File: config.mk
export PLATFORM = sky130hd
export DESIGN_NAME = alu_op_sequencer
export DESIGN_NICKNAME = d
export VERILOG_FILES = /design/src/rtl/alu_op_sequencer.sv
export SDC_FILE = /design/constraint.sdc
export NUM_CORES = 1
export LEC_CHECK = 0
export ABC_AREA = 1
export CAP_MARGIN = 20
export CORE_MARGIN = 5
export CORE_UTILIZATION = 50
export DETAILED_ROUTE_END_ITERATION = 10
export GPL_TIMING_DRIVEN = 0
export PLACE_DENSITY_LB_ADDON = 0.25
export SYNTH_ARGS = -nofsm -noshare
export SYNTH_HDL_FRONTEND = slang
export SYNTH_SLANG_ARGS = --single-unit
File: constraint.sdc
create_clock -name clk -period 2.5 [get_ports clk]
set_input_delay 0.75 -clock clk [delete_from_list [all_inputs] [get_ports clk]]
set_output_delay 0.75 -clock clk [all_outputs]
set_load 0.05 [all_outputs]
File: src/rtl/alu_op_sequencer.sv
// Command-side sequencer for the 4-bit ALU: accept, issue operands, write back, pulse done.
// Optional feature: define ALU_FLAGS_EN to build the registered zero_flag.
module alu_op_sequencer #(
  parameter int WIDTH = 4
) (
  input  logic             clk,
  input  logic             rst,
  input  logic             instr_valid,
  output logic             instr_ready,
  input  logic [9:0]       instr,
  input  logic [WIDTH-1:0] instr_imm,
  output logic [WIDTH-1:0] alu_a,
  output logic [WIDTH-1:0] alu_b,
  output logic [2:0]       alu_op,
  input  logic [WIDTH-1:0] alu_out,
  output logic [WIDTH-1:0] result,
  output logic             done,
  output logic             busy,
  input  logic [1:0]       dbg_sel,
  output logic [WIDTH-1:0] dbg_data,
  output logic             zero_flag
);

  localparam int NREGS = 4;

  localparam logic [1:0] S_IDLE  = 2'b00;
  localparam logic [1:0] S_ISSUE = 2'b01;
  localparam logic [1:0] S_DONE  = 2'b10;

  logic [1:0]       state_q, state_d;
  logic             ld_q, ld_d;
  logic [1:0]       rd_q, rd_d;
  logic [WIDTH-1:0] imm_q, imm_d;
  logic [WIDTH-1:0] alu_a_q, alu_a_d;
  logic [WIDTH-1:0] alu_b_q, alu_b_d;
  logic [2:0]       alu_op_q, alu_op_d;
  logic [WIDTH-1:0] result_q, result_d;
  logic             done_q, done_d;
  logic             busy_q, busy_d;
  logic [WIDTH-1:0] rf_q [NREGS];
  logic [WIDTH-1:0] rf_d [NREGS];
  logic             accept_s;
  logic [WIDTH-1:0] wb_val_s;

  // Ready is gated by rst so nothing can be accepted during a reset cycle.
  assign instr_ready = (state_q == S_IDLE) && !rst;
  assign accept_s    = instr_valid && instr_ready;

  assign alu_a    = alu_a_q;
  assign alu_b    = alu_b_q;
  assign alu_op   = alu_op_q;
  assign result   = result_q;
  assign done     = done_q;
  assign busy     = busy_q;
  assign dbg_data = rf_q[dbg_sel];

  // Write-back value: immediate for LD, ALU result otherwise.
  always_comb begin
    if (ld_q) begin
      wb_val_s = imm_q;
    end else begin
      wb_val_s = alu_out;
    end
  end

  // Next-state and datapath update for the IDLE -> ISSUE -> DONE sequence.
  always_comb begin
    state_d  = state_q;
    ld_d     = ld_q;
    rd_d     = rd_q;
    imm_d    = imm_q;
    alu_a_d  = alu_a_q;
    alu_b_d  = alu_b_q;
    alu_op_d = alu_op_q;
    result_d = result_q;
    rf_d     = rf_q;
    case (state_q)
      S_IDLE: begin
        if (accept_s) begin
          ld_d     = instr[9];
          alu_op_d = instr[8:6];
          rd_d     = instr[5:4];
          imm_d    = instr_imm;
          // Operands are sampled here, so rd==rs never sees its own write-back.
          alu_a_d  = rf_q[instr[3:2]];
          alu_b_d  = rf_q[instr[1:0]];
          state_d  = S_ISSUE;
        end else begin
          state_d  = S_IDLE;
        end
      end
      S_ISSUE: begin
        rf_d[rd_q] = wb_val_s;
        result_d   = wb_val_s;
        state_d    = S_DONE;
      end
      S_DONE: begin
        state_d = S_IDLE;
      end
      default: begin
        state_d = S_IDLE;
      end
    endcase
    done_d = (state_d == S_DONE);
    busy_d = (state_d != S_IDLE);
  end

  // State and datapath registers with synchronous reset.
  always_ff @(posedge clk) begin
    if (rst) begin
      state_q  <= S_IDLE;
      ld_q     <= 1'b0;
      rd_q     <= 2'b00;
      imm_q    <= {WIDTH{1'b0}};
      alu_a_q  <= {WIDTH{1'b0}};
      alu_b_q  <= {WIDTH{1'b0}};
      alu_op_q <= 3'b000;
      result_q <= {WIDTH{1'b0}};
      done_q   <= 1'b0;
      busy_q   <= 1'b0;
      for (int i = 0; i < NREGS; i++) begin
        rf_q[i] <= {WIDTH{1'b0}};
      end
    end else begin
      state_q  <= state_d;
      ld_q     <= ld_d;
      rd_q     <= rd_d;
      imm_q    <= imm_d;
      alu_a_q  <= alu_a_d;
      alu_b_q  <= alu_b_d;
      alu_op_q <= alu_op_d;
      result_q <= result_d;
      done_q   <= done_d;
      busy_q   <= busy_d;
      for (int i = 0; i < NREGS; i++) begin
        rf_q[i] <= rf_d[i];
      end
    end
  end

`ifdef ALU_FLAGS_EN
  logic zero_q, zero_d;

  // Zero flag follows ALU write-backs only; LD leaves it untouched.
  always_comb begin
    if ((state_q == S_ISSUE) && !ld_q) begin
      zero_d = (alu_out == {WIDTH{1'b0}});
    end else begin
      zero_d = zero_q;
    end
  end

  // Zero flag register.
  always_ff @(posedge clk) begin
    if (rst) begin
      zero_q <= 1'b0;
    end else begin
      zero_q <= zero_d;
    end
  end

  assign zero_flag = zero_q;
`else
  assign zero_flag = 1'b0;
`endif

endmodule
==> Word-level counts from Yosys, hierarchy flattened <==
Cells that the tools add are included.
{ "totals": {"in_bits": 23, "out_inout_bits": 23, "reg_bits": 42} }
{ "op_classes": {"magnitude_cmp": 5, "n_eq_ne": 2, "n_reduce_logical": 7, "n_mux": 15, "bitwise_logic": 4} }
{ "ops": {"columns": ["operator", "count"], "rows": [
  ["$mux W4", 8],
  ["$bmux W4 S2", 3],
  ["$bwmux W16", 1],
  ["$ge A3 B3 Y1 const B", 4],
  ["$not A2 Y3", 4],
  ["$demux W4 S2", 1],
  ["$pmux W2 S2", 1],
  ["$logic_and A1 B1 Y1", 3],
  ["$lt A3 B1 Y1 const B", 1],
  ["$eq A2 B1 Y1 const B", 1],
  ["$eq A2 B2 Y1 const B", 1],
  ["$logic_not A2 Y1", 1],
  ["$reduce_and A2 Y1", 1],
  ["$reduce_bool A2 Y1", 1],
  ["$logic_not A1 Y1", 1],
  ["$mux W1", 1]
]} }

==> Depth between registers and ports, before layout <==
{ "depth": {"depth_word": 6, "mapped_depth": 8, "mapped_depth_nobuf": 7} }

==> Worst setup path after synthesis <==
OpenSTA, ideal clock, no wires.
{ "synth_timing": {"path_kind": "input to output", "from": "in dbg_sel[0]", "to": "out dbg_data[0]", "cell_stages": 4, "required_ps": 1750, "arrival_time_ps": 1884, "path_slack_ps": -134, "path_buffers": 1, "cell_sequence": "buf_2 > inv_1 > o21ai_0 > o22ai_1"} }
{ "synth_via": {"elab_chain_len": 4} }
{ "synth_lines": {"columns": ["element", "line_no", "text"], "rows": [
  ["start, declared", "19", "input logic [1:0] dbg_sel,"],
  ["$not A2 Y3 (not written as such)", "55", "assign dbg_data = rf_q[dbg_sel];"],
  ["$bmux W4 S2", "55", null],
  ["$mux W4 (not written as such) (2 in series)", "55", null],
  ["end, declared", "20", "output logic [WIDTH-1:0] dbg_data,"]
]} }
Every way passes these cells. The select of a mux whose other input is x is not followed.

==> Final worst setup path <==
{ "layout_timing": {"from": "in rst", "to": "out instr_ready"} }
{ "layout_via": {"elab_chain_len": 2} }
{ "layout_lines": {"columns": ["element", "line_no", "text"], "rows": [
  ["start, declared", "7", "input logic rst,"],
  ["$logic_not A1 Y1", "46", "assign instr_ready = (state_q == S_IDLE) && !rst;"],
  ["$logic_and A1 B1 Y1", "46", null],
  ["end, declared", "9", "output logic instr_ready,"]
]} }
Every way passes these cells.

==> metrics list <==
- At the pin with the least slew margin, the transition time is ~520 ps.
- Number of antenna violations at the first check in global routing: 0
- In the routed design, unresolved DRC markers number 0.
- Leaving out fill and tap cells, the most frequent cells in the layout are sky130_fd_sc_hd__nand2_1, sky130_fd_sc_hd__nor2_1, sky130_fd_sc_hd__dfxtp_1.
- In the post-synthesis netlist, the biggest area contributors are sky130_fd_sc_hd__dfxtp_1, sky130_fd_sc_hd__nand2_1, sky130_fd_sc_hd__nor2_1.
* Number of hold violations in the final report: 0
- In the final layout, the multi-input gates occupy 1012 µm².
- Fill cell count: about 350
- In the global route stage, overall resource usage came out at 0.1898.
- Post-synth net total: 335
- For this configuration, the core starts out at a cell density of 0.5078.
- Share of async-settable or async-resettable flops after synthesis: 0
- Detailed placement finished with a half-perimeter wire length of 3595 µm.
- The analysis attributes to cell leakage a power of 0.001111 µW.
- Maximum operating frequency: roughly 0.41 GHz
- DRC marker count from the first detailed-route iteration: approximately 150
- Summing every instance area after synthesis gives ~2000 µm².
- Buffers inserted during clock tree synthesis total 5.
- Across the routed clock network, the largest skew measured is ~5.8 ps.
- The initialized floorplan defines 23 standard-cell rows.
* Sink Count: approximately 40
- Dividing the detail-routed wire length by the instance count gives approximately 12 µm.
- Unrepaired setup endpoints after global routing: false
* Root buffer selected by CTS: sky130_fd_sc_hd__clkbuf_8
- At the worst endpoint, the required time is between 1500 and 2000 ps.
- Most area-hungry cell type in the Yosys netlist: sky130_fd_sc_hd__dfxtp_1
- Worst-case setup margin in the final layout: between 60 and 70 ps
* Crit path cell chain: clkdlybuf4s50_1 -> clkinv_4 -> nand2_1 -> nor2_2 -> buf_4
- The H-tree generated during clock tree synthesis spans 2 levels.
- After synthesis the netlist holds a flip-flop and latch count of 41.
- Of the cells placed in the final design, the portion with a size suffix greater than 1 is 0.09945.
* Die H: around 73 µm
- The worst setup path is launched from a primary input.
- Counting both buffers and inverters, the worst setup path holds a total of 3.
- YS warnings: 0
- The run finished with clean final reports.
- The via count of the first global-routing pass was between 1500 and 2000.
- Broken down by cell family, the worst path's largest delay share belongs to buffers and inverters.
- Period utilisation layout: 0.9722
* Clock transition at the registers of the reported paths: around 80 ps
* Crit path kind: in2out
- The worst-case IR drop observed on VDD is around 0.46 mV.
- Slowest cell on the critical path: sky130_fd_sc_hd__clkdlybuf4s50_1
- Power spread over the standard cell area amounts to 607.8 nW/µm².
- Worst hold path stage count: 2
* Placer's final routability congestion estimate: about 0.88
- Time the worst path needs with I/O delays and setup: between 2000 and 2500 ps
* Area inside the core boundary: 3943 µm²
* Full die area: 5369 µm²
* Overall routed net length: slightly below 5000 µm
* Area fraction of the dominant cell type after synthesis: 0.4100
* Top_reg_cell synth: sky130_fd_sc_hd__dfxtp_1
* Pre-CTS worst setup slack: -948.5 ps
* Count of flip-flops with a built-in enable after synthesis: 0
- Summing all flip-flop and latch instances after layout gives approximately 820 µm².
- The min-delay analysis places its worst path in the category reg2reg.
- Max-cap violations: 0
- Setup violations remaining at the end of the flow were counted as 0.
- The total overflow left after global routing is 0.
- Final Slew Violations: 0
* Number of distinct library cells after synthesis: 18
- The first global-routing pass estimated 7824 µm of wire.
- Wire segments on met3 add up to 406 µm in the final route.
* Ports placed on the boundary: 46
- After synthesis, the mean cell area works out to approximately 6.4 µm².
* Layout-stage area growth over the synthesis result: 31.13%
* DRT antenna net count: 0
- Type of element capturing the critical path: output port
- Dividing the detail-routed via count by the number of cells gives between 4 and 5.
- Worst hold margin: about 460 ps
- Entering global routing, the biggest net connects 14 pins.
* Number of standard cells after synthesis: 312
* Buffers from clock root to sink, at most: 2
- The share of the Yosys chip area taken by registers is 0.4100.
- Headroom to the max-slew limit came out at 0.6512.
- The repair_antennas step left the layout with diodes totalling 0.
* Worst-case reg-to-reg path depth: 6
- Number of cells on the critical path: 5
- Most common cell after layout, fill and taps aside: sky130_fd_sc_hd__nand2_1
- Clock network latency to the later pin of the worst-skew pair: just under 300 ps
* Die X: ~73 µm
- Delay of the slowest critical-path stage: 540 ps
- Metal-1 WL: 2118 µm
- After detailed routing, the met2 layer carries 2232 µm of wire.
* NumNets Final: around 380
- IO Port Bufs: 41
* Length of the first detailed-routing pass in iterations: 4
* Uppermost signal routing layer after detailed routing: met4
* Crit path max fanout: 4
- Across all layers, the routed design uses 2020 vias.
- TritonCTS built the clock tree.
- CP arrival: around 1700 ps
==> state kept, by name (all words and copies together) (netlist names) <==
signal / count
alu_a: 4
state_q: 2
alu_op: 3
alu_b: 4
rf_q: 16
ld_q: 1
busy: 1
result: 4
imm_q: 4
rd_q: 2
==> report_power, final <==
part	internal, µW	switching (µW)
registers	684	23.1
logic	124	214
clock network	326	225
==> repair_timing <==
item / in CTS / in global routing
pin swaps: 0 / 0
endpoints found under the setup margin: 5 / 1
resized for setup: 33 / 1
hold buffers: 0 / 0
buffers inserted: 0 / 2
==> through the flow <==
stage	instance area, µm²	setup TNS [ps]	util	cells	total power, µW
after floorplan	2029	0	-	312	944.0
after global placement	2502	-3396	0.6347	403	1053
after detailed placement	2502	-3480	0.6347	403	1060
after CTS	2608	0	0.6614	410	1599
after global routing	2625	0	0.6658	412	1658
final	2625	0	0.6658	412	1595
==> layout make-up <==
cell class | instances | area share
Inverter | 33 | 0.04909
Multi-Input combinational cell | 226 | 0.3856
Tap cell | 50 | 0.02383
Buffer | 11 | 0.02622
Clock buffer | 7 | 0.03289
Timing Repair Buffer | 43 | 0.1582
Sequential cell | 41 | 0.3127
Clock inverter | 1 | 0.01144
==> worst min-delay path, cell delays in order, from the launching register on <==
cell	delay, ps
sky130_fd_sc_hd__dfxtp_1	310
sky130_fd_sc_hd__nand2_1	60
sky130_fd_sc_hd__a21oi_1	50
==> kinds of logic after synthesis <==
family,synth area share
and+or+nand+nor,0.3825
buffers and inverters,0.09812
AOI/OAI and AO/OA,0.1075
DFF,0.4100
other,0.001873
==> routing by layer <==
layer | vias up | GRT usage
met3 | 8 | 0.05062
li1 | 1056 | -
met5 | - | 0
met1 | 894 | 0.2349
met4 | 0 | 0.07787
met2 | 62 | 0.3108
==> synth_stat cells, types with 2 or more instances <==
cell                       instances
sky130_fd_sc_hd__o21ai_0          12
sky130_fd_sc_hd__nor2_4            5
sky130_fd_sc_hd__a21oi_1          22
sky130_fd_sc_hd__buf_6             2
sky130_fd_sc_hd__buf_4             2
sky130_fd_sc_hd__nand3_1          16
sky130_fd_sc_hd__inv_1            31
sky130_fd_sc_hd__buf_2             4
sky130_fd_sc_hd__o22ai_1           4
sky130_fd_sc_hd__dfxtp_1          41
sky130_fd_sc_hd__nor2_1           43
sky130_fd_sc_hd__clkbuf_1          4
sky130_fd_sc_hd__o21ai_1           4
sky130_fd_sc_hd__nand2_1         117
sky130_fd_sc_hd__inv_2             2
==> worst paths after layout <==
| check | slack, ps | startpoint | end |
|---|---|---|---|
| min | 460 | imm_q[0] | imm_q[0] |
| max | 70 | rst | instr_ready |
| max reg2reg | 1210 | ld_q | rf_q[13] |
| min reg2reg | 460 | imm_q[0] | imm_q[0] |
Note: power is estimated with default switching activity, not from simulation.
